===== src/rtl/alu_pipe.sv =====
// alu_pipe: two-stage pipelined execute ALU (8/16/32/64-bit) producing x86 flag values and write mask.
// Define ALU_PIPE_SUB_EN to build the SUB/CMP subtract path; otherwise opcodes 8/9 decode as illegal.
module alu_pipe #(
  parameter int WIDTH = 32,
  parameter int OPW   = 4
) (
  input  logic             clk,
  input  logic             reset_n,
  input  logic             flush,
  input  logic             in_valid,
  output logic             in_ready,
  input  logic [WIDTH-1:0] a,
  input  logic [WIDTH-1:0] b,
  input  logic [1:0]       opsize,
  input  logic [OPW-1:0]   alu_op,
  output logic             out_valid,
  input  logic             out_ready,
  output logic [WIDTH-1:0] alu_out,
  output logic [5:0]       set_eflags,
  output logic [5:0]       eflags_out,
  output logic             illegal
);

  localparam logic [OPW-1:0] OP_ADD  = OPW'(0);
  localparam logic [OPW-1:0] OP_AND  = OPW'(1);
  localparam logic [OPW-1:0] OP_BSF  = OPW'(2);
  localparam logic [OPW-1:0] OP_NOT  = OPW'(3);
  localparam logic [OPW-1:0] OP_OR   = OPW'(4);
  localparam logic [OPW-1:0] OP_PASS = OPW'(5);
  localparam logic [OPW-1:0] OP_SAL  = OPW'(6);
  localparam logic [OPW-1:0] OP_SAR  = OPW'(7);
`ifdef ALU_PIPE_SUB_EN
  localparam logic [OPW-1:0] OP_SUB  = OPW'(8);
  localparam logic [OPW-1:0] OP_CMP  = OPW'(9);
`endif

  function automatic logic [WIDTH-1:0] size_mask(input logic [1:0] sz);
    logic [WIDTH-1:0] m;
    case (sz)
      2'd0:    m = WIDTH'(8'hFF);
      2'd1:    m = WIDTH'(16'hFFFF);
      2'd2:    m = WIDTH'(32'hFFFF_FFFF);
      default: m = '1;
    endcase
    return m;
  endfunction

  logic             s1_valid_q, s2_valid_q;
  logic             in_fire, s2_load;

  logic [WIDTH-1:0] a_q, b_q, logic_q;
  logic [WIDTH:0]   arith_q;
  logic [5:0]       cnt_q;
  logic [OPW-1:0]   op_q;
  logic [1:0]       opsize_q;
  logic             ill1_q;

  logic [WIDTH-1:0] m_in, a_m, b_m, logic_d;
  logic [WIDTH:0]   arith_d;
  logic [5:0]       cnt_d;
  logic             ill1_d;

  logic [WIDTH-1:0] alu_out_q, alu_out_d;
  logic [5:0]       set_q, set_d, flags_q, flags_d;
  logic             illegal_q, illegal_d;

  assign in_ready = !flush && (!s1_valid_q || !s2_valid_q || out_ready);
  assign in_fire  = in_valid && in_ready;
  assign s2_load  = s1_valid_q && (!s2_valid_q || out_ready);

  // Stage 1: operand masking, adder/subtractor, logic ops, shift count, legality
  always_comb begin
    m_in = size_mask(opsize);
    a_m  = a & m_in;
    b_m  = b & m_in;
`ifdef ALU_PIPE_SUB_EN
    if (alu_op == OP_SUB || alu_op == OP_CMP) arith_d = {1'b0, a_m} - {1'b0, b_m};
    else                                      arith_d = {1'b0, a_m} + {1'b0, b_m};
`else
    arith_d = {1'b0, a_m} + {1'b0, b_m};
`endif
    case (alu_op)
      OP_AND:  logic_d = a_m & b_m;
      OP_OR:   logic_d = a_m | b_m;
      OP_NOT:  logic_d = ~a_m & m_in;
      OP_PASS: logic_d = b_m;
      default: logic_d = '0;
    endcase
    cnt_d  = (opsize == 2'd3) ? b[5:0] : {1'b0, b[4:0]};
    ill1_d = (WIDTH == 32) && (opsize == 2'd3);
    case (alu_op)
      OP_ADD, OP_AND, OP_NOT, OP_OR, OP_PASS, OP_SAL, OP_SAR: ;
      OP_BSF: if (opsize == 2'd0) ill1_d = 1'b1;
`ifdef ALU_PIPE_SUB_EN
      OP_SUB, OP_CMP: ;
`endif
      default: ill1_d = 1'b1;
    endcase
  end

  logic [WIDTH-1:0]        m, sign_m, res, sa_x, bsf_idx;
  logic [WIDTH:0]          sh_l;
  logic signed [WIDTH:0]   sh_r;
  logic [6:0]              sz7;
  logic                    cnt_ge, a_s, b_s, r_s, is_sub;
  logic                    of, zf, af, cf;

  // Stage 2: shifts, bit scan, flag generation and zero-extension
  always_comb begin
    m       = size_mask(opsize_q);
    sign_m  = m ^ (m >> 1);
    sz7     = 7'd8 << opsize_q;
    cnt_ge  = {1'b0, cnt_q} >= sz7;
    a_s     = |(a_q & sign_m);
    b_s     = |(b_q & sign_m);
    r_s     = |(arith_q[WIDTH-1:0] & sign_m);
    sh_l    = {1'b0, a_q} << cnt_q;
    sa_x    = a_q | (a_s ? ~m : '0);
    sh_r    = $signed({sa_x, 1'b0}) >>> cnt_q;
    bsf_idx = '0;
    for (int i = WIDTH - 1; i >= 0; i--) begin
      if (b_q[i]) bsf_idx = WIDTH'(i);
    end
    is_sub = 1'b0;
`ifdef ALU_PIPE_SUB_EN
    is_sub = (op_q == OP_SUB) || (op_q == OP_CMP);
`endif
    res   = '0;
    set_d = '0;
    of    = 1'b0;
    af    = 1'b0;
    cf    = 1'b0;
    case (op_q)
      OP_AND, OP_OR: begin
        res   = logic_q;
        set_d = 6'b111011;
      end
      OP_NOT, OP_PASS: res = logic_q;
      OP_BSF: begin
        res   = (b_q == '0) ? a_q : bsf_idx;
        set_d = 6'b001000;
      end
      OP_SAL, OP_SAR: begin
        if (cnt_q == 6'd0) begin
          res = a_q;
        end else begin
          // OF is only architecturally defined for single-bit shifts
          set_d = {cnt_q == 6'd1, 5'b11011};
          if (op_q == OP_SAL) begin
            res = sh_l[WIDTH-1:0] & m;
            cf  = !cnt_ge && |(sh_l & {sign_m, 1'b0});
            of  = |(res & sign_m) ^ cf;
          end else begin
            res = sh_r[WIDTH:1] & m;
            cf  = sh_r[0];
          end
        end
      end
      default: begin
        res   = arith_q[WIDTH-1:0] & m;
        set_d = 6'b111111;
        cf    = |(arith_q & {sign_m, 1'b0});
        af    = a_q[4] ^ b_q[4] ^ arith_q[4];
        of    = is_sub ? ((a_s != b_s) && (r_s != a_s)) : ((a_s == b_s) && (r_s != a_s));
      end
    endcase
    zf        = (op_q == OP_BSF) ? (b_q == '0) : (res == '0);
    flags_d   = {of, |(res & sign_m), zf, af, cf, ~^res[7:0]};
    alu_out_d = res;
`ifdef ALU_PIPE_SUB_EN
    if (op_q == OP_CMP) alu_out_d = a_q;
`endif
    illegal_d = ill1_q;
    if (ill1_q) begin
      alu_out_d = '0;
      set_d     = '0;
      flags_d   = '0;
    end
  end

  always_ff @(posedge clk or negedge reset_n) begin
    if (!reset_n) begin
      s1_valid_q <= 1'b0;
      s2_valid_q <= 1'b0;
      a_q        <= '0;
      b_q        <= '0;
      logic_q    <= '0;
      arith_q    <= '0;
      cnt_q      <= '0;
      op_q       <= '0;
      opsize_q   <= '0;
      ill1_q     <= 1'b0;
      alu_out_q  <= '0;
      set_q      <= '0;
      flags_q    <= '0;
      illegal_q  <= 1'b0;
    end else begin
      if (flush) begin
        s1_valid_q <= 1'b0;
        s2_valid_q <= 1'b0;
      end else begin
        if (in_fire)      s1_valid_q <= 1'b1;
        else if (s2_load) s1_valid_q <= 1'b0;
        if (s2_load)        s2_valid_q <= 1'b1;
        else if (out_ready) s2_valid_q <= 1'b0;
      end
      if (in_fire) begin
        a_q      <= a_m;
        b_q      <= b_m;
        logic_q  <= logic_d;
        arith_q  <= arith_d;
        cnt_q    <= cnt_d;
        op_q     <= alu_op;
        opsize_q <= opsize;
        ill1_q   <= ill1_d;
      end
      if (s2_load && !flush) begin
        alu_out_q <= alu_out_d;
        set_q     <= set_d;
        flags_q   <= flags_d;
        illegal_q <= illegal_d;
      end
    end
  end

  assign out_valid  = s2_valid_q;
  assign alu_out    = alu_out_q;
  assign set_eflags = set_q;
  assign eflags_out = flags_q;
  assign illegal    = illegal_q;

endmodule


===== config.mk =====
export PLATFORM = sky130hd
export DESIGN_NAME = alu_pipe
export DESIGN_NICKNAME = d
export VERILOG_FILES = /design/src/rtl/alu_pipe.sv
export SDC_FILE = /design/constraint.sdc
export NUM_CORES = 1
export LEC_CHECK = 0
export BUFFER_PORTS_ARGS = -buffer_cell sky130_fd_sc_hd__buf_2
export CAP_MARGIN = 20
export CORE_ASPECT_RATIO = 1.1
export CORE_UTILIZATION = 45
export CTS_CLUSTER_DIAMETER = 50
export CTS_CLUSTER_SIZE = 24
export DETAILED_ROUTE_END_ITERATION = 8
export PLACE_DENSITY = 0.6
export SLEW_MARGIN = 20
export SYNTH_ARGS = -nofsm -noshare
export SYNTH_HDL_FRONTEND = slang
export SYNTH_SLANG_ARGS = --single-unit

===== constraint.sdc =====
create_clock -name clk -period 4.1 [get_ports clk]
set_input_delay 0.82 -clock clk [delete_from_list [all_inputs] [get_ports clk]]
set_output_delay 0.82 -clock clk [all_outputs]
set_load 0.01 [all_outputs]

After elaboration in Yosys (flattened, before gate mapping)
Cells that the tools add are included.
- add/subtract/negate cells: 1
- magnitude comparators: 1
- equal/unequal tests: 20
- shift-type cells: 3
- muxes and demuxes: 62
- bitwise operators: 22
- reductions and logical operators: 36
- operators with widths (kind ; count):
    32-bit 2-to-1 mux ; 36
    32-bit AND ; 12
    32-bit OR reduction ; 5
    32-bit one-hot mux with 2 select lines ; 2
    32-bit one-hot mux with 4 select lines ; 1
    32-bit one-hot mux with 3 select lines ; 1
    33-bit AND ; 2
    33-bit OR reduction ; 2
    32-bit zero test ; 2
    32-bit inverter ; 2
    32-bit bitwise OR ; 2
    32-bit by 32-bit adder with 33-bit output ; 1
    32-bit by 6-bit left shift with 33-bit output ; 1
    33-bit by 6-bit >>> shifter with 33-bit output ; 1
    4-bit by 3-bit == test with 1-bit output, second input constant ; 8
    32-bit by 31-bit XOR with 32-bit output ; 1
    6-bit 2-to-1 mux ; 4
    6-bit one-hot mux with 4 select lines ; 1
    4-bit by 2-bit == test with 1-bit output, second input constant ; 4
    7-bit OR reduction ; 2
    1-bit 2-to-1 mux ; 13
    4-bit by 1-bit == test with 1-bit output, second input constant ; 2
    8-bit XNOR reduction ; 1
    6-bit by 7-bit greater-or-equal comparator with 1-bit output ; 1
    19 further kinds ; 38
- register bits after elaboration: 189
- output and inout port bits: 47
- logic and storage cells: 159

Longest topological paths before layout
- depth in word-level cells: 37
- gate-level depth with buffers: 19
- depth with buffers taken out: 15

Least setup slack after synthesis
OpenSTA, ideal clock, no wires.
- kind: in2reg
- start point: input port opsize[0]
- end point: register arith_q[28]
- data arrival time: 3864 ps
- data required time: 3980 ps
- slack: 116 ps
- stages: 16
- path through: inv_1 -> ha_1 -> clkbuf_1 -> nor2_1 -> clkbuf_1 -> nand2_1 -> ha_1 -> a21o_1 -> a21o_1 -> a21oi_1 -> o21ai_0 -> or3_1 -> o211ai_1 -> a21boi_0 -> or3_1 -> a31o_2
- longest elaborated chain between the ends: 4
- elaborated cells between the ends (all ways): 6
- RTL lines (item ; RTL line ; source):
    start: declaration ; 14 ; input logic [1:0] opsize,
    2-bit by 1-bit == test with 1-bit output or 2-bit zero test (tied branches) ; 39 ; case (sz)
    32-bit one-hot mux with 2 select lines (*) ; 39 ;
    32-bit AND (on tied branches) ; 74, 75 ;
    32-bit by 32-bit adder with 33-bit output (*) ; 80 ; arith_d = {1'b0, a_m} + {1'b0, b_m};
    end signal: assignment ; 211 ; arith_q <= arith_d;
    end: declaration ; 52 ; logic [WIDTH:0] arith_q;
Every way passes the cells marked *; elsewhere a longest branch is shown, timed or not.
A chain may end at the register's enable or synchronous reset.

Final worst setup path
- start point: register b_q[0]
- end point: register flags_q[3], in the netlist eflags_out[3]
- longest elaborated chain between the ends: 6
- elaborated cells between the ends (all ways): 7
- RTL lines (item ; RTL line ; source):
    start: declaration ; 51 ; logic [WIDTH-1:0] a_q, b_q, logic_q;
    start signal: assignment ; 209 ; b_q <= b_m;
    32-bit zero test or 32-bit 2-to-1 mux (tied branches) ; 140, 167, 122 ;
    32-bit 2-to-1 mux ; 140 ; res = (b_q == '0) ? a_q : bsf_idx;
    32-bit one-hot mux with 3 select lines ; 133 ; case (op_q)
    32-bit zero test ; 167 ; zf = (op_q == OP_BSF) ? (b_q == '0) : (res == '0);
    1-bit 2-to-1 mux (*) ; 167 ;
    6-bit 2-to-1 mux (*) ; 174 ; if (ill1_q) begin
    end signal: assignment ; 220 ; flags_q <= flags_d;
    end: declaration ; 64 ; logic [5:0] set_q, set_d, flags_q, flags_d;
Marked as above.

==> flow_metrics.env <==
export IMPL_fin_area_mm2=0.0197
export IMPL_critical_path_class="reg -> reg"
export IMPL_register_area_mm2=0.00457
export IMPL_avgRoutedWirePerCell_um=28.4
export IMPL_multi_input_area_mm2=0.0107
export IMPL_power_total_mw=8.41
export IMPL_path_delay_family="compound AO/OA/AOI/OAI gates"
export IMPL_port_buffer_count=121
export IMPL_cpMostUsedCell="buf_4"
export IMPL_layout_min_cycle_time_ns=4.05
export IMPL_routed_wl_um=77600
export IMPL_r2r_cells=16
export IMPL_firstDrtPassIters=6
export IMPL_synth_seq_cells=182
export IMPL_synth_main_ff_cell="dfrtp_1"
export IMPL_grt_max_degree=100
export IMPL_cp_start_kind="register"
export IMPL_grt_overflow_total=0
export IMPL_grt_pass1_wl_um=114000
export IMPL_cp_slowest_cell="dfrtp_4"
export IMPL_fin_crit_sh_pct=98.7
export IMPL_syn_mean_instance_area_um2=8.23
export IMPL_mostFrequentLayoutCells="287 x buf_4, 284 x nand2_1, 216 x o21ai_0, 177 x dfrtp_1, 142 x a21oi_1"
export IMPL_tritoncts="done"
export IMPL_worstPathArrival_ns=4.43
export IMPL_grt_pass1_vias=17300
export IMPL_reg2reg_from="b_q[0]"
export IMPL_critical_path_max_stage_delay_ns=0.58
export IMPL_rr_endpoint="eflags_out[3]"
export IMPL_fillers=3363
export IMPL_hold_viol_final=0
export IMPL_fin_cells=2731
export IMPL_hold_slack_ns=0.416
export IMPL_fp_row_count=72
export IMPL_ys_types=91
export IMPL_power_density_mw_per_mm2=426
export IMPL_syn_to_final_growth_pct=21.0
export IMPL_root_buffer="clkbuf_16"
export IMPL_synth_net_count=2131
export IMPL_hold_path_class="in -> async"
export IMPL_dieArea_mm2=0.0370
export IMPL_antenna_found_initial=1
export IMPL_relSlewSlack_pct=33.9
export IMPL_worst_pin_slew_ns=0.992
export IMPL_path_clk_slew_ns=0.07
export IMPL_clockBufferDepth=2
export IMPL_leakage_nw=9.15
export IMPL_yosysWarnings=0
export IMPL_setup_viol=0
export IMPL_drv_slew=0
export IMPL_numCtsBuffers=17
export IMPL_clock_skew_final_ns=0.00781
export IMPL_clock_sinks=182
export IMPL_clock_fmax_ghz=0.247
export IMPL_rrSetupSlack_ns=0.05
export IMPL_ys_async_sr_fraction_pct=100
export IMPL_initial_core_util_pct=46.1
export IMPL_grt_usage_pct=42.3
export IMPL_diodes=0
export IMPL_design_core_area_mm2=0.0354
export IMPL_vias=18000
export IMPL_final_core_util_pct=55.8
export IMPL_dp_hpwl_um=60500
export IMPL_vias_per_cell=6.57
export IMPL_layout_commonest_cell="buf_4"
export IMPL_io_pins=122
export IMPL_cp_data_required_time_ns=4.48
export IMPL_ir_drop_mv=0.341
export IMPL_dp_cells=2691
export IMPL_post_route_drc_count=0
export IMPL_yosysSeqAreaShare_pct=27.9
export IMPL_synthCells=1981
export IMPL_cts_max_level=4
export IMPL_drive_gt1_share_pct=24.8
export IMPL_worstPathMaxFanout=11
export IMPL_antenna_left=0
export IMPL_fp_dieH_um=202
export IMPL_cp_cell_sequence="buf_4, nor2_1, a222oi_1, buf_4, o22ai_1, buf_4, a21boi_0, o21a_1, o21ai_0, a31o_2, ha_1, and4_1, nand3_1, nor4bb_1, nand4_1, o21ai_1"
export IMPL_insertion_delay_ns=0.46
export IMPL_cap_violations=0
export IMPL_crit_path_end_kind="register"
export IMPL_dieWidth_um=184
export IMPL_postPlaceCellArea_mm2=0.0190
export IMPL_synth_edf_count=0
export IMPL_place_congestion=1.09
export IMPL_drtIter0Drc=2130
export IMPL_fin_nets=2387
export IMPL_status="finished, final reports clean"
export IMPL_synth_area_mm2=0.0163
export IMPL_critPathBufInv=3
stage by stage:
stage / setup TNS, ns / setup WS (ns)
after global routing: -0.00652 / -0.00652
after CTS: 0 / 0.0365
after global placement: -0.0602 / -0.0484
after detailed placement: -0.410 / -0.149
after floorplan: 0 / 0.116
final: 0 / 0.0524
flip-flops by register name (all words and copies together) (netlist names):
register	cells
opsize_q	2
ill1_q	1
cnt_q	1
logic_q	32
eflags_out	6
out_valid	1
set_eflags	4
illegal	1
alu_out	32
b_q	32
op_q	4
a_q	32
arith_q	33
s1_valid_q	1
worst max-delay path by stage:
| stage | from | cells after the start | to | slack (ns) |
|---|---|---|---|---|
| 6_report | b_q[0] | 16 | eflags_out[3] | 0.05 |
| 3_5_place_dp | opsize[1] | 16 | arith_q[28] | -0.15 |
| 5_1_grt | b_q[0] | 16 | eflags_out[3] | -0.007 |
| 3_3_place_gp | opsize[1] | 16 | arith_q[28] | -0.05 |
| 2_1_floorplan | opsize[0] | 16 | arith_q[28] | 0.12 |
| 4_1_cts | b_q[0] | 15 | eflags_out[3] | 0.04 |
logic make-up after synthesis:
family                   count (synthesis)  share of synthesized area, %
AO/OA/AOI/OAI                          675                          26.8
XOR/XNOR                                30                          1.61
adder cells (fa/ha/maj)                 75                          5.80
buffers and inverters                  267                          7.01
flip-flops                             182                          27.9
multiplexers                           137                          13.4
AND/OR/NAND/NOR                        615                          17.5
cells in the mapped netlist (all sizes together), types with 19 or more instances:
| library cell | number | area [um^2] |
|---|---|---|
| nand2b | 35 | 219 |
| inv | 84 | 315 |
| nand3 | 31 | 155 |
| buf | 46 | 314 |
| ha | 74 | 926 |
| a21oi | 142 | 711 |
| nor2 | 111 | 417 |
| nor3 | 36 | 185 |
| mux2 | 20 | 229 |
| a21o | 21 | 158 |
| a22o | 36 | 315 |
| o22ai | 40 | 250 |
| xnor2 | 19 | 166 |
| mux2i | 58 | 581 |
| mux4 | 59 | 1370 |
| nand2 | 285 | 1070 |
| clkbuf | 133 | 499 |
| dfrtp | 182 | 4550 |
| a221oi | 20 | 175 |
| a211oi | 22 | 175 |
| o21ai | 220 | 1100 |
where the power goes:
part           internal (mW)  total [mW]  switching [mW]
logic                   1.67        4.12            2.45
clock network           1.10        1.87           0.764
registers               2.05        2.42           0.367
layout make-up:
class / instances / share of cell area (%)
multi-input combinational: 1532 / 54.0
sequential: 182 / 23.1
timing repair buffer: 416 / 14.8
inverter: 88 / 1.69
clock inverter: 14 / 1.12
tap: 481 / 3.05
clock buffer: 18 / 2.22
timing repair:
action / in CTS / in global routing
setup buffers: 0 / 8
setup endpoints to repair: 0 / 2
resized for setup: 0 / 8
hold buffers: 0 / 0
layer usage:
layer  GRT usage, %  up-vias  routed length [um]
met5              0        -                   0
met4           24.1        0                5350
met3           9.63      274                8110
met2           63.2     1184               33700
met1           56.0     8660               30500
li1               -     7832                   -
No activity file was read; power rests on OpenSTA's default activity.
